`config.mk`:
```
export PLATFORM = sky130hd
export DESIGN_NAME = sterownik_kierunku
export DESIGN_NICKNAME = d
export VERILOG_FILES = /design/src/rtl/sterownik_kierunku.sv
export SDC_FILE = /design/constraint.sdc
export NUM_CORES = 1
export LEC_CHECK = 0
export CORE_ASPECT_RATIO = 0.7
export CORE_MARGIN = 2
export CORE_UTILIZATION = 64
export DETAILED_ROUTE_END_ITERATION = 12
export GPL_ROUTABILITY_DRIVEN = 0
export GPL_TIMING_DRIVEN = 0
export MAX_ROUTING_LAYER = met4
export PLACE_DENSITY = 0.83
export SLEW_MARGIN = 20
export SYNTH_ARGS = -nofsm -noshare
export SYNTH_HDL_FRONTEND = slang
export SYNTH_SLANG_ARGS = --single-unit
```
`constraint.sdc`:
```
create_clock -name zegar -period 2.8 [get_ports zegar]
set_input_delay 0.56 -clock zegar [delete_from_list [all_inputs] [get_ports zegar]]
set_output_delay 0.56 -clock zegar [all_outputs]
set_load 0.03 [all_outputs]
```
`src/rtl/sterownik_kierunku.sv`:
```
// Direction controller for the LED chaser: two bouncy buttons are synchronised,
// debounced and edge-detected, and a two-state FSM turns presses into `dir` plus a change strobe.
module sterownik_kierunku #(
  parameter int DEB_CYCLES = 1000000,
  parameter int CNT_W      = 20
) (
  input  logic       zegar,
  input  logic       reset,
  input  logic       btn_lewo,
  input  logic       btn_prawo,
  output logic       dir,
  output logic       dir_zmiana,
  output logic [1:0] przyciski
);

  typedef enum logic {
    LEWO  = 1'b0,
    PRAWO = 1'b1
  } stan_t;

  localparam logic [CNT_W-1:0] CNT_MAX = CNT_W'(DEB_CYCLES - 1);

  // Bit 1 is the left button and bit 0 is the right button throughout.
  logic [1:0] btn_raw;
  logic [1:0] deb;
  logic [1:0] deb_prev;
  logic [1:0] press;

  assign btn_raw = {btn_lewo, btn_prawo};

  generate
    for (genvar gi = 0; gi < 2; gi++) begin : g_btn
      logic             sync1_q;
      logic             s_q;
      logic             deb_q;
      logic             deb_d;
      logic             prev_q;
      logic [CNT_W-1:0] cnt_q;
      logic [CNT_W-1:0] cnt_d;

      // Any cycle where the synchronised level agrees with deb restarts the count.
      always_comb begin
        cnt_d = cnt_q;
        deb_d = deb_q;
        if (s_q == deb_q) begin
          cnt_d = '0;
        end else if (cnt_q == CNT_MAX) begin
          deb_d = s_q;
          cnt_d = '0;
        end else begin
          cnt_d = cnt_q + CNT_W'(1);
        end
      end

      always_ff @(posedge zegar or negedge reset) begin
        if (!reset) begin
          sync1_q <= 1'b0;
          s_q     <= 1'b0;
          deb_q   <= 1'b0;
          prev_q  <= 1'b0;
          cnt_q   <= '0;
        end else begin
          sync1_q <= btn_raw[gi];
          s_q     <= sync1_q;
          deb_q   <= deb_d;
          prev_q  <= deb_q;
          cnt_q   <= cnt_d;
        end
      end

      assign deb[gi]      = deb_q;
      assign deb_prev[gi] = prev_q;
    end
  endgenerate

  assign press = deb & ~deb_prev;

  stan_t stan_q;
  logic  dir_zmiana_q;

  // Only an exclusive press of the opposite direction moves the FSM.
  always_ff @(posedge zegar or negedge reset) begin
    if (!reset) begin
      stan_q       <= PRAWO;
      dir_zmiana_q <= 1'b0;
    end else begin
      dir_zmiana_q <= 1'b0;
      case (stan_q)
        PRAWO: begin
          if (press == 2'b10) begin
            stan_q       <= LEWO;
            dir_zmiana_q <= 1'b1;
          end
        end
        LEWO: begin
          if (press == 2'b01) begin
            stan_q       <= PRAWO;
            dir_zmiana_q <= 1'b1;
          end
        end
        default: begin
          stan_q <= PRAWO;
        end
      endcase
    end
  end

  assign dir        = stan_q;
  assign dir_zmiana = dir_zmiana_q;
  assign przyciski  = deb;

endmodule

```
==> results of run 1 <==
==> synthesized netlist by cell type, drive strengths merged (2+ instances only) <==
master	number
nand3	13
nor4bb	2
xor2	14
or3	5
dfrtp	49
nor3	3
nand2	14
inv	6
o21ai	4
mux2	2
nor4	8
clkbuf	2
ha	2
o31ai	7
a21oi	9
nor2	33
or4	6
nand4	9
or2	4
and4	4
and3	2
xnor2	15
buf	4
==> critical path, cell delays in order, from the launching register on <==
cell,delay [ps]
dfrtp_1,410
ha_1,210
nand3_1,230
or2_2,410
o21ai_0,220
clkbuf_1,410
nor2_1,110
==> cell usage in the layout (no fill, tap or decap), types with 7 or more instances in the layout <==
master | synthesis | layout
xnor2_1 | 15 | 15
nand4_1 | 7 | 7
xor2_1 | 14 | 14
nand3_1 | 13 | 13
a21oi_1 | 9 | 9
nor4_1 | 8 | 8
nand2_1 | 14 | 14
nor2_1 | 33 | 33
dfrtp_1 | 49 | 49
==> routing by layer <==
| layer | share of wire | vias up |
|---|---|---|
| met4 | 0.010 | 0 |
| met5 | 0 | - |
| met1 | 0.52 | 807 |
| li1 | - | 825 |
| met3 | 0.070 | 7 |
| met2 | 0.40 | 57 |
==> kinds of logic (layout without fill, tap and decap cells) <==
family	Yosys count	count (layout)	synth area share
DFF	50	50	0.532
xor gates and xnor gates	29	29	0.108
buffers and inverters	12	28	0.0234
adders and majority gates	3	3	0.0149
muxes	2	2	0.00956
AOI/OAI and AO/OA	21	21	0.0595
and+or+nand+nor	109	109	0.253
==> cell type report <==
cell class,count,area (µm²),area share
sequential,50,1250,0.483
multi-input combinational,164,1050,0.404
clock buffer,7,86.3,0.0333
timing repair buffer,8,85.1,0.0328
tap,50,62.6,0.0241
buffer,6,32.5,0.0125
inverter,6,22.5,0.00868
clock inverter,1,5.00,0.00193
==> power breakdown <==
| part | leakage [nW] | switching, mW | internal (mW) |
|---|---|---|---|
| Combinational | 0.324 | 0.0307 | 0.0152 |
| Clock | 0.0482 | 0.231 | 0.200 |
| Sequential | 0.681 | 0.00962 | 0.731 |
==> through the flow <==
| step | power, mW | instance area [µm²] |
|---|---|---|
| after floorplan | 0.772 | 2360 |
| after global placement | 0.798 | 2490 |
| after detailed placement | 0.802 | 2500 |
| after CTS | 1.22 | 2590 |
| after global routing | 1.26 | 2590 |
| final | 1.22 | 2590 |
==> path summary, 6_finish.rpt <==
path | startpoint | end | slack [ps] | depth (start not counted)
setup / recovery | g_btn[0].cnt_q[0]$_DFF_PN0_ | g_btn[0].cnt_q[12]$_DFF_PN0_ | 670 | 6
hold / removal | reset | g_btn[0].cnt_q[3]$_DFF_PN0_ | 240 | 1
setup reg to reg | g_btn[0].cnt_q[0]$_DFF_PN0_ | g_btn[0].cnt_q[12]$_DFF_PN0_ | 670 | 6
hold reg to reg | g_btn[1].sync1_q$_DFF_PN0_ | g_btn[1].s_q$_DFF_PN0_ | 360 | 0
max in group asynchronous | reset | dir$_DFF_PN1_ | 1950 | 2
min in group zegar | g_btn[1].sync1_q$_DFF_PN0_ | g_btn[1].s_q$_DFF_PN0_ | 360 | 0
==> state kept, by name, indices dropped and copies added (netlist names) <==
signal	count
g_btn.cnt_q	40
g_btn.deb_q	2
g_btn.prev_q	2
g_btn.s_q	2
g_btn.sync1_q	2
dir	1
dir_zmiana	1
==> results.md, run 1 <==
- Run status: completed
- H-Tree Depth: 2
- Floorplan die height: 54.8 µm
- Routed WL: 4460 µm
- Grt peak-use layer: met1
- Detailed placer's ending HPWL: 3090 µm
- I/O pins: 8
- Share of the clock period used by the worst path after layout: 0.759
- Highest net fanout along the worst path: 10
- DRC errors left: 0
- Cell types with the largest area share after synthesis: dfrtp_1 52%, xnor2_1 5.6%, nor2_1 5.3%
- Total Routing Usage GR: 0.240
- Number of enable-type register cells in the synthesized netlist: 0
- Global routing usage on met2: 0.308
- Count of final max-slew check failures: 0
- Iteration-0 DRC count of the detailed router: 183
- Synthesized flop and latch total: 50
- Leakage component of the power: 1.05 nW
- Final routed wire length divided by cell count: 15.3 µm
- VDD IR max: 0.368 mV
- Number of port buffers: 7
- Cell row count: 18
- Critical Path Start Type: flip-flop
- Transition at the pin with the smallest max-transition slack: 657 ps
- Vias in the first global route: 1453
- Number of inserted diodes: 0
- Gr ovfl total: 0
- Critical path data required time: 2970 ps
- Die ar.: 0.00419 mm²
- Post-layout utilization of the core: 0.734
- Worst endpoint data arrival time: 2300 ps
- Initial antenna violation count: 0
- Syn nets: 232
- Largest area contributor in the netlist: dfrtp_1
- Cells resized by post-CTS repair: 0
- WS Path Type: reg -> reg
- Number of setup buffers added after CTS: 0
- Clk root buf: clkbuf_8
- Hold bufs inserted after CTS: 0
- Met1 layer usage reported by global route: 0.378
- Portion of the post-synthesis area used by sequential elements: 0.532
- Fillers: 255
- Summed instance area of the synthesized netlist: 0.00236 mm²
- Final setup fails: 0
- Share of synthesized registers carrying an async set or reset: 1.00
- Vias post-DR: 1696
- Classification of the worst-slack hold path: in -> async
- Layout overhead on the synthesized area: 10.1%
- Setup skew after layout: 7.12 ps
- Final-stage net count: 247
- Final worst-path setup slack: 674 ps
- Largest net degree at the start of global routing: 27
- Fraction of final layout cells with drive strength greater than 1: 0.103
- Primary FF master, synth: dfrtp_1
- Max frequency: 470 MHz
- Clock period minus final worst setup slack: 2130 ps
- Total Neg Setup Slack: 0 ps
- Power per unit of standard cell area: 469 mW/mm²
- Routed via count divided by cell count: 5.81
- Worst hold slack after final layout: 237 ps
- Number of max-cap violations: 0
- Later-pin clock latency in the skew report: 310 ps
- Clock transition at the registers of the reported paths: 90 ps
- Final Instance Count excl. Fillers: 292
- Largest buffer count on any clock path: 2
- First-pass iteration count of the detailed router: 4
- Number of distinct standard cells referenced by the synthesized netlist: 37
- Chip Width: 76.5 µm
- Area fraction of the dominant cell type after synthesis: 0.520
- First-pass GRT wire length: 7330 µm
- DP Cell Count: 284
- Clock tree from TritonCTS: built
- Global-route met3 utilization: 0.0561
- Mean post-synth cell area: 10.4 µm²
- Post-Synthesis Cells: 226
- Number of routed nets with antenna violations: 0
- Area of the placeable core: 0.00354 mm²
- Critical Path End Type: flip-flop
- RSZ-0062 raised after global routing: false
- Worst relative slew slack: 0.558
- Synth Warn #: 0
- Count of endpoints failing hold in the final timing report: 0
- Initial standard-cell utilization of the core: 0.666
- TritonCTS buffer count: 5
- Worst slack, placed: 668 ps
- Number of sinks on the clock net: 50
No activity file was read; power rests on OpenSTA's default activity.
==> run 2, diff against run 1 <==
--- a/config.mk
+++ b/config.mk
@@ -7,12 +7,12 @@
 export LEC_CHECK = 0
 export CORE_ASPECT_RATIO = 0.7
 export CORE_MARGIN = 2
-export CORE_UTILIZATION = 64
+export CORE_UTILIZATION = 54
 export DETAILED_ROUTE_END_ITERATION = 12
 export GPL_ROUTABILITY_DRIVEN = 0
 export GPL_TIMING_DRIVEN = 0
 export MAX_ROUTING_LAYER = met4
-export PLACE_DENSITY = 0.83
+export PLACE_DENSITY = 0.74
 export SLEW_MARGIN = 20
 export SYNTH_ARGS = -nofsm -noshare
 export SYNTH_HDL_FRONTEND = slang
==> constraint.sdc (replaced) <==
create_clock -name zegar -period 1.8 [get_ports zegar]
set_input_delay 0.36 -clock zegar [delete_from_list [all_inputs] [get_ports zegar]]
set_output_delay 0.36 -clock zegar [all_outputs]
set_load 0.03 [all_outputs]
==> results.md, run 2 (synthesis gave the netlist of run 1 again) <==
- Run status: finished with violations (was completed)
- Violated checks: setup timing
- Cell row count: 20 (was 18)
- Critical Path End Type: flip-flop (unchanged)
- Critical path data required time: 1990 ps (was 2970 ps)
- Chip Width: 83.0 µm (was 76.5 µm)
- Largest net degree at the start of global routing: 51 (was 27)
- Number of flip-flops in the largest register: 40 (unchanged)
- Clk root buf: clkbuf_8 (unchanged)
- Launch point of the critical path: g_btn[1].cnt_q[18]$_DFF_PN0_ (was g_btn[0].cnt_q[0]$_DFF_PN0_)
- Count of final max-slew check failures: 0 (unchanged)
- Classification of the worst-slack hold path: in -> async (unchanged)
- Floorplan die height: 59.3 µm (was 54.8 µm)
- Crit path to: g_btn[1].deb_q$_DFFE_PN0P_ (was g_btn[0].cnt_q[12]$_DFF_PN0_)
- Initial standard-cell utilization of the core: 0.554 (was 0.666)
- Routed WL: 5110 µm (was 4460 µm)
- Worst hold slack after final layout: 57.6 ps (was 237 ps)
- Highest routed layer: met4 (unchanged)
- Leading cell type in the layout, fill and taps excluded: dfrtp_1 (unchanged)
- Final-stage net count: 265 (was 247)
- Met3 WL post-DR: 316 µm (was 312 µm)
- Clock tree from TritonCTS: built (unchanged)
- Number of routed nets with antenna violations: 0 (unchanged)
- Setup skew after layout: 8.11 ps (was 7.12 ps)
- First-pass GRT wire length: 8060 µm (was 7330 µm)
- Critical Path Start Type: flip-flop (unchanged)
- Total Routing Usage GR: 0.216 (was 0.240)
- Most used cells in the layout excluding fill and tap cells: 45 x dfrtp_1, 33 x nor2_1, 21 x buf_4, 15 x xnor2_1, 14 x xor2_1 (was 49 x dfrtp_1, 33 x nor2_1, 15 x xnor2_1, 14 x nand2_1, 14 x xor2_1)
- First-pass iteration count of the detailed router: 4 (unchanged)
- Highest net fanout along the worst path: 3 (was 10)
- Clock transition at the registers of the reported paths: 100 ps (was 90 ps)
- Routed via count divided by cell count: 5.85 (was 5.81)
- RSZ-0062 raised after global routing: true (was false)
- Leakage component of the power: 1.18 nW (was 1.05 nW)
- Total stage count of the critical path: 4 (was 6)
- Vias post-DR: 1843 (was 1696)
- CP bufs+invs: 0 (was 1)
- Layout overhead on the synthesized area: 22.6% (was 10.1%)
- TritonCTS buffer count: 5 (unchanged)
- Number of port buffers: 7 (unchanged)
- Internal reg-to-reg setup slack: -40 ps (was 670 ps)
- H-Tree Depth: 2 (unchanged)
- Max frequency: 543 MHz (was 470 MHz)
- Number of inserted diodes: 0 (unchanged)
- Overall power after layout: 2.05 mW (was 1.22 mW)
- Max stage delay on crit path: 560 ps (was 410 ps)
- VDD IR max: 0.654 mV (was 0.368 mV)
- Final routed wire length divided by cell count: 16.2 µm (was 15.3 µm)
- Worst endpoint data arrival time: 2040 ps (was 2300 ps)
- Area of the placeable core: 0.00425 mm² (was 0.00354 mm²)
- Fillers: 313 (was 255)
- Clock period minus final worst setup slack: 1840 ps (was 2130 ps)
- Count of cells along the worst register-to-register path: 4 (was 6)
- Multi-input gate area in the final layout: 0.00116 mm² (was 0.00105 mm²)
- Detailed placer's ending HPWL: 3060 µm (was 3090 µm)
- Metal-1 WL: 2490 µm (was 2320 µm)
- Number of sinks on the clock net: 50 (unchanged)
- WS Path Type: reg -> reg (unchanged)
- Final worst-path setup slack: -42.6 ps (was 674 ps)
- Dominant delay contributor by cell family on the critical path: simple AND/OR/NAND/NOR gates (unchanged)
- Fraction of final layout cells with drive strength greater than 1: 0.262 (was 0.103)
- Transition at the pin with the smallest max-transition slack: 628 ps (was 657 ps)
- DRC errors left: 0 (unchanged)
- Iteration-0 DRC count of the detailed router: 155 (was 183)
- Vias in the first global route: 1633 (was 1453)
- Gr ovfl total: 0 (unchanged)
- Ordered list of cells on the worst path: nand3_2, or4b_4, or3_4, mux2_4 (was ha_1, nand3_1, or2_2, o21ai_0, clkbuf_1, nor2_1)
- Final setup fails: 1 (was 0)
- Total length of routed met2 wires: 2280 µm (was 1780 µm)
- Largest buffer count on any clock path: 2 (unchanged)
- Initial antenna violation count: 0 (unchanged)
- Footprint of the flip-flops and latches: 0.00126 mm² (was 0.00125 mm²)
- Die ar.: 0.00492 mm² (was 0.00419 mm²)
- Biggest register: g_btn.cnt_q (unchanged)
- Worst relative slew slack: 0.581 (was 0.558)
- Share of the clock period used by the worst path after layout: 1.02 (was 0.759)
- Startpoint of the most critical register-to-register path: g_btn[1].cnt_q[18]$_DFF_PN0_ (was g_btn[0].cnt_q[0]$_DFF_PN0_)
- Capture instance of the worst register-to-register path: g_btn[1].deb_q$_DFFE_PN0P_ (was g_btn[0].cnt_q[12]$_DFF_PN0_)
- Hold bufs inserted after CTS: 0 (unchanged)
- Critical path's slowest cell: or4b_4 (was dfrtp_1)
- I/O pins: 8 (unchanged)
- Number of max-cap violations: 0 (unchanged)
- Power per unit of standard cell area: 710 mW/mm² (was 469 mW/mm²)
- Later-pin clock latency in the skew report: 300 ps (was 310 ps)
- Count of endpoints failing hold in the final timing report: 0 (unchanged)
## run 2: how the worst min path moves through the flow
stage / from / to / slack, ps / depth (start not counted)
CTS: reset / g_btn[1].cnt_q[11]$_DFF_PN0_ / 90 / 1
floorplan: reset / dir_zmiana$_DFF_PN0_ / 60 / 0
detailed placement: g_btn[1].sync1_q$_DFF_PN0_ / g_btn[1].s_q$_DFF_PN0_ / 340 / 0
finish: reset / g_btn[0].cnt_q[1]$_DFF_PN0_ / 60 / 1
global placement: g_btn[1].sync1_q$_DFF_PN0_ / g_btn[1].s_q$_DFF_PN0_ / 330 / 0
global route: reset / g_btn[0].cnt_q[12]$_DFF_PN0_ / 120 / 1
## run 2: worst reg2reg max path: stages, from the launching register on
cell	delay [ps]
dfrtp_1	400
nand3_2	100
or4b_4	560
or3_4	370
mux2_4	310
## run 2: per-stage QoR
| stage | util | worst slack, ps | cells | instance area (µm²) | TNS, ps |
|---|---|---|---|---|---|
| final | 0.679 | -42.6 | 315 | 2890 | -42.6 |
| after global routing | 0.679 | -71.7 | 315 | 2890 | -275 |
| after CTS | 0.651 | -15.8 | 307 | 2770 | -15.8 |
| after detailed placement | 0.587 | -318 | 288 | 2500 | -8860 |
| after global placement | 0.587 | -1110 | 288 | 2500 | -63360 |
| after floorplan | - | 27.8 | 226 | 2360 | 0 |
## run 2: area by class of cell
type	count	share of cell area
Multi-Input combinational cell	164	0.403
Sequential cell	50	0.435
Inverter	6	0.00780
Clock inverter	3	0.0156
Clock buffer	5	0.0238
Tap cell	55	0.0238
Buffer	6	0.0191
Timing Repair Buffer	26	0.0719
## run 2: layer usage
layer  GRT usage  vias up
li1            -      865
met1       0.316      917
met2       0.298       57
met3      0.0557        4
met4      0.0632        0
met5           -        -
## run 2: power breakdown
part	switching, mW	internal, mW
Sequential	0.0166	1.14
Clock	0.387	0.414
Combinational	0.0558	0.0396
Total	0.459	1.59
## run 2: repair_timing
action | in CTS | in global routing
pin swaps | 2 | 6
gates cloned | 1 | 1
endpoints found under the setup margin | 39 | 38
hold endpoints to repair | 0 | 0
gates resized for setup | 23 | 19
setup buffers | 10 | 7
